[src/rtl/rb_read_scheduler.sv]
// Read-side scheduler for a ring of row buffers: tracks buffer occupancy and
// sweeps KROWS parallel taps across one pass of RB_DEPTH locations.
module rb_read_scheduler #(
    parameter int RBS      = 4,
    parameter int RB_DEPTH = 512,
    parameter int BRAMS    = 1,
    parameter int KROWS    = 3,
    localparam int LW = $clog2(RB_DEPTH),
    localparam int AW = LW + 2,
    localparam int BW = (BRAMS > 1) ? $clog2(BRAMS) : 1,
    localparam int PW = (RBS > 1) ? $clog2(RBS) : 1,
    localparam int FW = $clog2(RBS + 1)
) (
    input  logic                clk,
    input  logic                rst,
    input  logic                row_done,
    input  logic                out_ready,
    output logic                win_valid,
    output logic [KROWS*BW-1:0] rd_bram,
    output logic [KROWS*AW-1:0] rd_addr,
    output logic [LW-1:0]       col,
    output logic                row_last,
    output logic [FW-1:0]       filled,
    output logic                overflow
);

    typedef enum logic {IDLE = 1'b0, RUN = 1'b1} state_t;
    typedef logic [PW:0] buf_t;

    localparam logic [LW-1:0] COL_LAST   = LW'(RB_DEPTH - 1);
    localparam logic [FW-1:0] FILL_MAX   = FW'(RBS);
    localparam logic [FW-1:0] FILL_START = FW'(KROWS);
    localparam logic [PW-1:0] TOP_LAST   = PW'(RBS - 1);

    state_t                state_q, state_d;
    logic [PW-1:0]         top_q, top_d;
    logic [LW-1:0]         col_q, col_d;
    logic [FW-1:0]         filled_q, filled_d;
    logic                  overflow_q, overflow_d;
    logic                  win_valid_q, win_valid_d;
    logic                  row_last_q, row_last_d;
    logic [KROWS*BW-1:0]   rd_bram_q, rd_bram_d;
    logic [KROWS*AW-1:0]   rd_addr_q, rd_addr_d;
    logic                  handshake_s;
    logic                  pass_end_s;
    buf_t                  tap_buf_s;

    // (top + k) mod RBS; top < RBS and k < RBS so one subtract suffices
    function automatic buf_t tap_buf(input logic [PW-1:0] top, input int k);
        buf_t sum;
        sum = {1'b0, top} + buf_t'(k);
        if (sum >= buf_t'(RBS)) begin
            sum = sum - buf_t'(RBS);
        end else begin
            sum = sum;
        end
        return sum;
    endfunction

    // Occupancy bookkeeping, pass sequencing and next tap addresses
    always_comb begin
        state_d     = state_q;
        top_d       = top_q;
        col_d       = col_q;
        filled_d    = filled_q;
        overflow_d  = overflow_q;
        win_valid_d = win_valid_q;
        rd_bram_d   = '0;
        rd_addr_d   = '0;
        tap_buf_s   = '0;
        handshake_s = win_valid_q && out_ready;
        pass_end_s  = handshake_s && (col_q == COL_LAST);

        // A write completing on the release edge cancels out the release
        if (row_done) begin
            if (filled_q == FILL_MAX) begin
                overflow_d = 1'b1;
            end else if (!pass_end_s) begin
                filled_d = filled_q + FW'(1);
            end else begin
                filled_d = filled_q;
            end
        end else if (pass_end_s) begin
            filled_d = filled_q - FW'(1);
        end else begin
            filled_d = filled_q;
        end

        case (state_q)
            IDLE: begin
                if (filled_q >= FILL_START) begin
                    state_d     = RUN;
                    col_d       = '0;
                    win_valid_d = 1'b1;
                end else begin
                    state_d     = IDLE;
                    win_valid_d = 1'b0;
                end
            end
            RUN: begin
                if (pass_end_s) begin
                    state_d     = IDLE;
                    col_d       = '0;
                    win_valid_d = 1'b0;
                    top_d       = (top_q == TOP_LAST) ? '0 : top_q + PW'(1);
                end else if (handshake_s) begin
                    col_d = col_q + LW'(1);
                end else begin
                    col_d = col_q;
                end
            end
            default: begin
                state_d     = IDLE;
                win_valid_d = 1'b0;
            end
        endcase

        row_last_d = win_valid_d && (col_d == COL_LAST);

        for (int k = 0; k < KROWS; k++) begin
            tap_buf_s = tap_buf(top_d, k);
            rd_bram_d[k*BW +: BW] = BW'(tap_buf_s >> 2);
            rd_addr_d[k*AW +: AW] = {col_d, tap_buf_s[1:0]};
        end
    end

    // State and output registers
    always_ff @(posedge clk or posedge rst) begin
        if (rst) begin
            state_q     <= IDLE;
            top_q       <= '0;
            col_q       <= '0;
            filled_q    <= '0;
            overflow_q  <= 1'b0;
            win_valid_q <= 1'b0;
            row_last_q  <= 1'b0;
            rd_bram_q   <= '0;
            rd_addr_q   <= '0;
        end else begin
            state_q     <= state_d;
            top_q       <= top_d;
            col_q       <= col_d;
            filled_q    <= filled_d;
            overflow_q  <= overflow_d;
            win_valid_q <= win_valid_d;
            row_last_q  <= row_last_d;
            rd_bram_q   <= rd_bram_d;
            rd_addr_q   <= rd_addr_d;
        end
    end

    assign win_valid = win_valid_q;
    assign rd_bram   = rd_bram_q;
    assign rd_addr   = rd_addr_q;
    assign col       = col_q;
    assign row_last  = row_last_q;
    assign filled    = filled_q;
    assign overflow  = overflow_q;

endmodule

[config.mk]
export PLATFORM = sky130hd
export DESIGN_NAME = rb_read_scheduler
export DESIGN_NICKNAME = d
export VERILOG_FILES = /design/src/rtl/rb_read_scheduler.sv
export SDC_FILE = /design/constraint.sdc
export NUM_CORES = 1
export LEC_CHECK = 0
export BUFFER_PORTS_ARGS = -buffer_cell sky130_fd_sc_hd__buf_2
export CAP_MARGIN = 10
export CORE_UTILIZATION = 39
export CTS_CLUSTER_SIZE = 30
export DETAILED_ROUTE_END_ITERATION = 8
export PLACE_DENSITY = 0.62
export SYNTH_ARGS = -nofsm -noshare
export SYNTH_HDL_FRONTEND = slang
export SYNTH_SLANG_ARGS = --single-unit
[constraint.sdc]
create_clock -name clk -period 3 [get_ports clk]
set_input_delay 0.6 -clock clk [delete_from_list [all_inputs] [get_ports clk]]
set_output_delay 0.6 -clock clk [all_outputs]
set_load 0.1 [all_outputs]
# After elaboration in Yosys (flattened, before gate mapping)
# Cells that the tools add are included.
[totals] reg_bits=54 out_inout_bits=51 elab_cells=54
[op_classes] muxes=19 n_addsub=9 n_reduce_logical=6 eq_ne=6 magnitude_cmp=4 n_bitwise=1
[op_table] op="2-to-1 mux 9 bit" count=3
[op_table] op="2-to-1 mux 3 bit" count=7
[op_table] op="equality test 9 bit (second input constant)" count=2
[op_table] op="one-hot mux 9 bit (2 select lines)" count=1
[op_table] op="adder 9 x 1 -> 9 bit (second input constant)" count=1
[op_table] op="greater-or-equal comparator 3 bit (second input constant)" count=2
[op_table] op="2-to-1 mux 2 bit" count=3
[op_table] op="subtractor 3 bit (second input constant)" count=2
[op_table] op="!= test 2 bit (second input constant)" count=2
[op_table] op="one-hot mux 1 bit (2 select lines)" count=2
[op_table] op="adder 2 x 1 -> 3 bit (second input constant)" count=1
[op_table] op="adder 2 x 2 -> 3 bit (second input constant)" count=1
[op_table] op="adder 3 x 1 -> 3 bit (second input constant)" count=1
[op_table] op="equality test 3 bit (second input constant)" count=1
[op_table] op="greater-or-equal comparator 2 x 3 -> 1 bit (second input constant)" count=1
[op_table] op="greater-or-equal comparator 3 x 2 -> 1 bit (second input constant)" count=1
[op_table] op="logical AND 1 bit" count=3
[op_table] op="2-to-1 mux 1 bit" count=3
[op_table] op="AND reduction 3 bit" count=1
[op_table] op="subtractor 2 x 3 -> 3 bit (second input constant)" count=1
[op_table] op="subtractor 3 x 1 -> 3 bit (second input constant)" count=1
[op_table] op="adder 2 x 1 -> 2 bit (second input constant)" count=1
[op_table] op="equality test 2 bit (second input constant)" count=1
[op_table] op="AND reduction 2 bit" count=1
[op_table] op="2 further kinds" count=2

# Logic depth before layout (Yosys ltp)
[logic_depth] ltp_word=7 ltp_mapped=12

# Least setup slack after synthesis
# OpenSTA, ideal clock, no wires.
[synth_path] path_kind="register -> register" startpoint="register rd_addr[28] (netlist name)" endpoint="register rd_bram_q[2], in the netlist rd_bram[2]" path_buffers=1 setup_ps=119 period_less_slack_ps=3096 t_required_ps=2881 setup_slack_ps=-96 arrival_ps=2977 path_stages_with_launch=13 cell_sequence="dfrtp_1 > and3_1 > and3_1 > and3_1 > ha_1 > and3_1 > clkbuf_1 > nand2_1 > nor3_1 > a21o_1 > inv_1 > ha_1 > and2_1"
[synth_rtl] item="end signal, assigned" line="147" text="rd_bram_q <= rd_bram_d;"
[synth_rtl] item="end, declared" line="42" text="logic [KROWS*BW-1:0] rd_bram_q, rd_bram_d;"

==> impl_metrics.json <==
{
  "max_stage_delay_ns": 0.46,
  "min_to": "overflow",
  "fin_crit_sh": 0.847,
  "overflow": 0,
  "drive_above_1_share": 0.402,
  "tightest_slew_ns": 0.840,
  "clk_path_buf_depth": 2,
  "grt_pass1_vias": 1090,
  "port_buffers": 53,
  "synth_cell_types": 51,
  "setup_viol": 0,
  "worstSetupEndpointType": "register",
  "coreArea_sq_mm": 0.00372,
  "cts-resized-gates": 0,
  "grt_usage": 0.149,
  "layout.nets": 195,
  "worstPathRequired_ns": 3.16,
  "ys_ff_latch": 23,
  "avgSynthCellArea_sq_um": 9.63,
  "arrival_ns": 2.70,
  "start_util": 0.414,
  "synth_area_sq_mm": 0.00154,
  "worst-path-buf-inv": 1,
  "vias": 1190,
  "post_cts_buffers": 0,
  "cts_buffers": 3,
  "grt_pass1_wl_um": 4910,
  "path_clk_slew_ns": 0.08,
  "firstDrtPassIters": 4,
  "fillers": 373,
  "ys_seq_area_frac": 0.374,
  "period_minus_slack_ns": 2.54,
  "finalHoldViolCount": 0,
  "outcome": "finished, final reports clean",
  "cpMostUsedCell": "and3_1",
  "setup_tns_ns": 0,
  "hold_start": "overflow",
  "antenna_left": 0,
  "synthArstFlopShare": 1.00,
  "htreeDepth": 1,
  "slew_violations": 0,
  "r2r_start": "rd_addr[26]",
  "path_class": "reg2reg",
  "drv_cap": 0,
  "rows": 22,
  "cts_tree": "yes",
  "cp_cell_sequence": "and3_1 -> and3_1 -> and3_1 -> ha_1 -> and3_1 -> nand2_1 -> mux2i_1 -> inv_1 -> ha_1 -> and2_1",
  "grt_max_degree": 24,
  "vias_per_cell": 5.13,
  "skew_ns": 0.000954,
  "syn-instance-count": 160,
  "clk_latency_ns": 0.26,
  "cts_hold_buf": 0,
  "rr_worst_depth": 10,
  "path_delay_family": "simple AND/OR/NAND/NOR gates",
  "slew_headroom": 0.439,
  "whs_path_depth": 1,
  "clkSinkCount": 23,
  "synth_flop_cell": "dfrtp_1",
  "critPathSlowestCell": "dfrtp_2",
  "r2r_setup_slack_ns": 0.46,
  "antenna_found_initial": 0,
  "drt_iter0_drc": 17,
  "crit_path_start_kind": "register",
  "clockRootBuffer": "clkbuf_8",
  "synth_edf_count": 0,
  "antennaDiodeCount": 0,
  "rsz0062_at_grt": "no",
  "yosys_warnings": 0,
  "die_h_um": 64.8,
  "worst-path-max-fanout": 10,
  "area_growth_pct": 8.12,
  "fmax_mhz": 394,
  "gp_congestion": 0.871,
  "final_core_util": 0.448,
  "post-dp-hpwl_um": 2200,
  "min_path_type": "reg2reg",
  "fp.dieArea_sq_mm": 0.00420,
  "reg2reg_to": "rd_bram[2]",
  "io_pins": 55,
  "wl_per_cell_um": 12.7,
  "die_w_um": 64.8,
  "drc": 0,
  "wirelength_um": 2940
}
[layout make-up]
type	count	area, sq um	area share
tap	48	60.1	0.0361
sequential	23	579	0.348
multi-input combinational	96	682	0.409
timing repair buffer	54	273	0.164
clock buffer	4	45.0	0.0270
inverter	7	26.3	0.0158
[state kept, by name (all words and copies together) (netlist names)]
signal,count
rd_addr,14
state_q,1
rd_bram,2
filled,3
overflow,1
row_last,1
win_valid,1
[worst max-delay path by stage]
stage / from / end / slack (ns) / cells past startpoint
after floorplan: rd_addr[24] / rd_bram[2] / 0.009 / 11
after global placement: rd_addr[26] / rd_bram[2] / 0.51 / 10
after detailed placement: rd_addr[26] / rd_bram[2] / 0.45 / 10
after CTS: rd_addr[26] / rd_bram[2] / 0.42 / 10
after global routing: rd_addr[24] / rd_bram[2] / 0.22 / 10
final: rd_addr[26] / rd_bram[2] / 0.46 / 10
[logic make-up (layout without fill, tap and decap cells)]
family / after synthesis / count (layout) / synth area share
other: 1 / 2 / 0.00243
multiplexers: 4 / 4 / 0.0276
AND/OR/NAND/NOR: 49 / 49 / 0.186
adder cells (fa/ha/maj): 6 / 6 / 0.0536
buffers and inverters: 42 / 65 / 0.186
XOR/XNOR: 2 / 2 / 0.0114
flip-flops: 23 / 23 / 0.374
AO/OA/AOI/OAI: 33 / 33 / 0.159
[synth_stat cells, drive strengths merged (2+ instances only)]
| library cell | number | share of area |
|---|---|---|
| nand2 | 16 | 0.039 |
| nand3 | 6 | 0.023 |
| clkbuf | 2 | 0.0049 |
| o211ai | 2 | 0.0097 |
| mux2i | 2 | 0.013 |
| nor3 | 5 | 0.016 |
| xor2 | 2 | 0.011 |
| inv | 7 | 0.017 |
| and3 | 5 | 0.024 |
| mux2 | 2 | 0.015 |
| ha | 5 | 0.041 |
| o21ai | 5 | 0.016 |
| nor2 | 4 | 0.0097 |
| a21oi | 8 | 0.026 |
| and2 | 2 | 0.0089 |
| a211oi | 2 | 0.013 |
| a21o | 2 | 0.0097 |
| buf | 33 | 0.16 |
| nand4b | 2 | 0.021 |
| dfrtp | 23 | 0.37 |
| nor2b | 3 | 0.014 |
[cells in the final DEF, fill, tap and decap left out, types with 2 or more instances in the layout]
cell and instances:
clkbuf_8 3, and3_1 4, inv_1 7, nor2b_1 2, nor3_1 5, a21o_1 2, o211ai_1 2, dfrtp_2 3
nand2_1 16, mux2_2 2, o21ai_0 5, ha_1 5, conb_1 2, a21oi_1 8, dfrtp_1 20, nand3_1 5
nor2_1 4, buf_2 53, mux2i_1 2, xor2_1 2
[per-stage QoR]
step                      setup WS, ns  cells  area (sq um)  hold slack [ns]
after CTS                        0.425    232          1670            0.467
final                            0.459    232          1670            0.464
after global routing             0.216    232          1670            0.491
after global placement           0.509    228          1620            0.446
after detailed placement         0.447    228          1620            0.449
after floorplan                0.00941    161          1550            0.602
[layer usage]
layer / track usage / share of wire / routed length [um] / vias to the layer above
met5: 0 / 0 / 0 / -
met4: 0.0500 / 0.012 / 36 / 0
met3: 0.0299 / 0.070 / 205 / 5
met2: 0.246 / 0.46 / 1360 / 50
met1: 0.194 / 0.45 / 1330 / 554
li1: - / - / - / 581
Power is not shown: default switching activity piles up to over one toggle a cycle in this logic, so the estimate is an artifact.
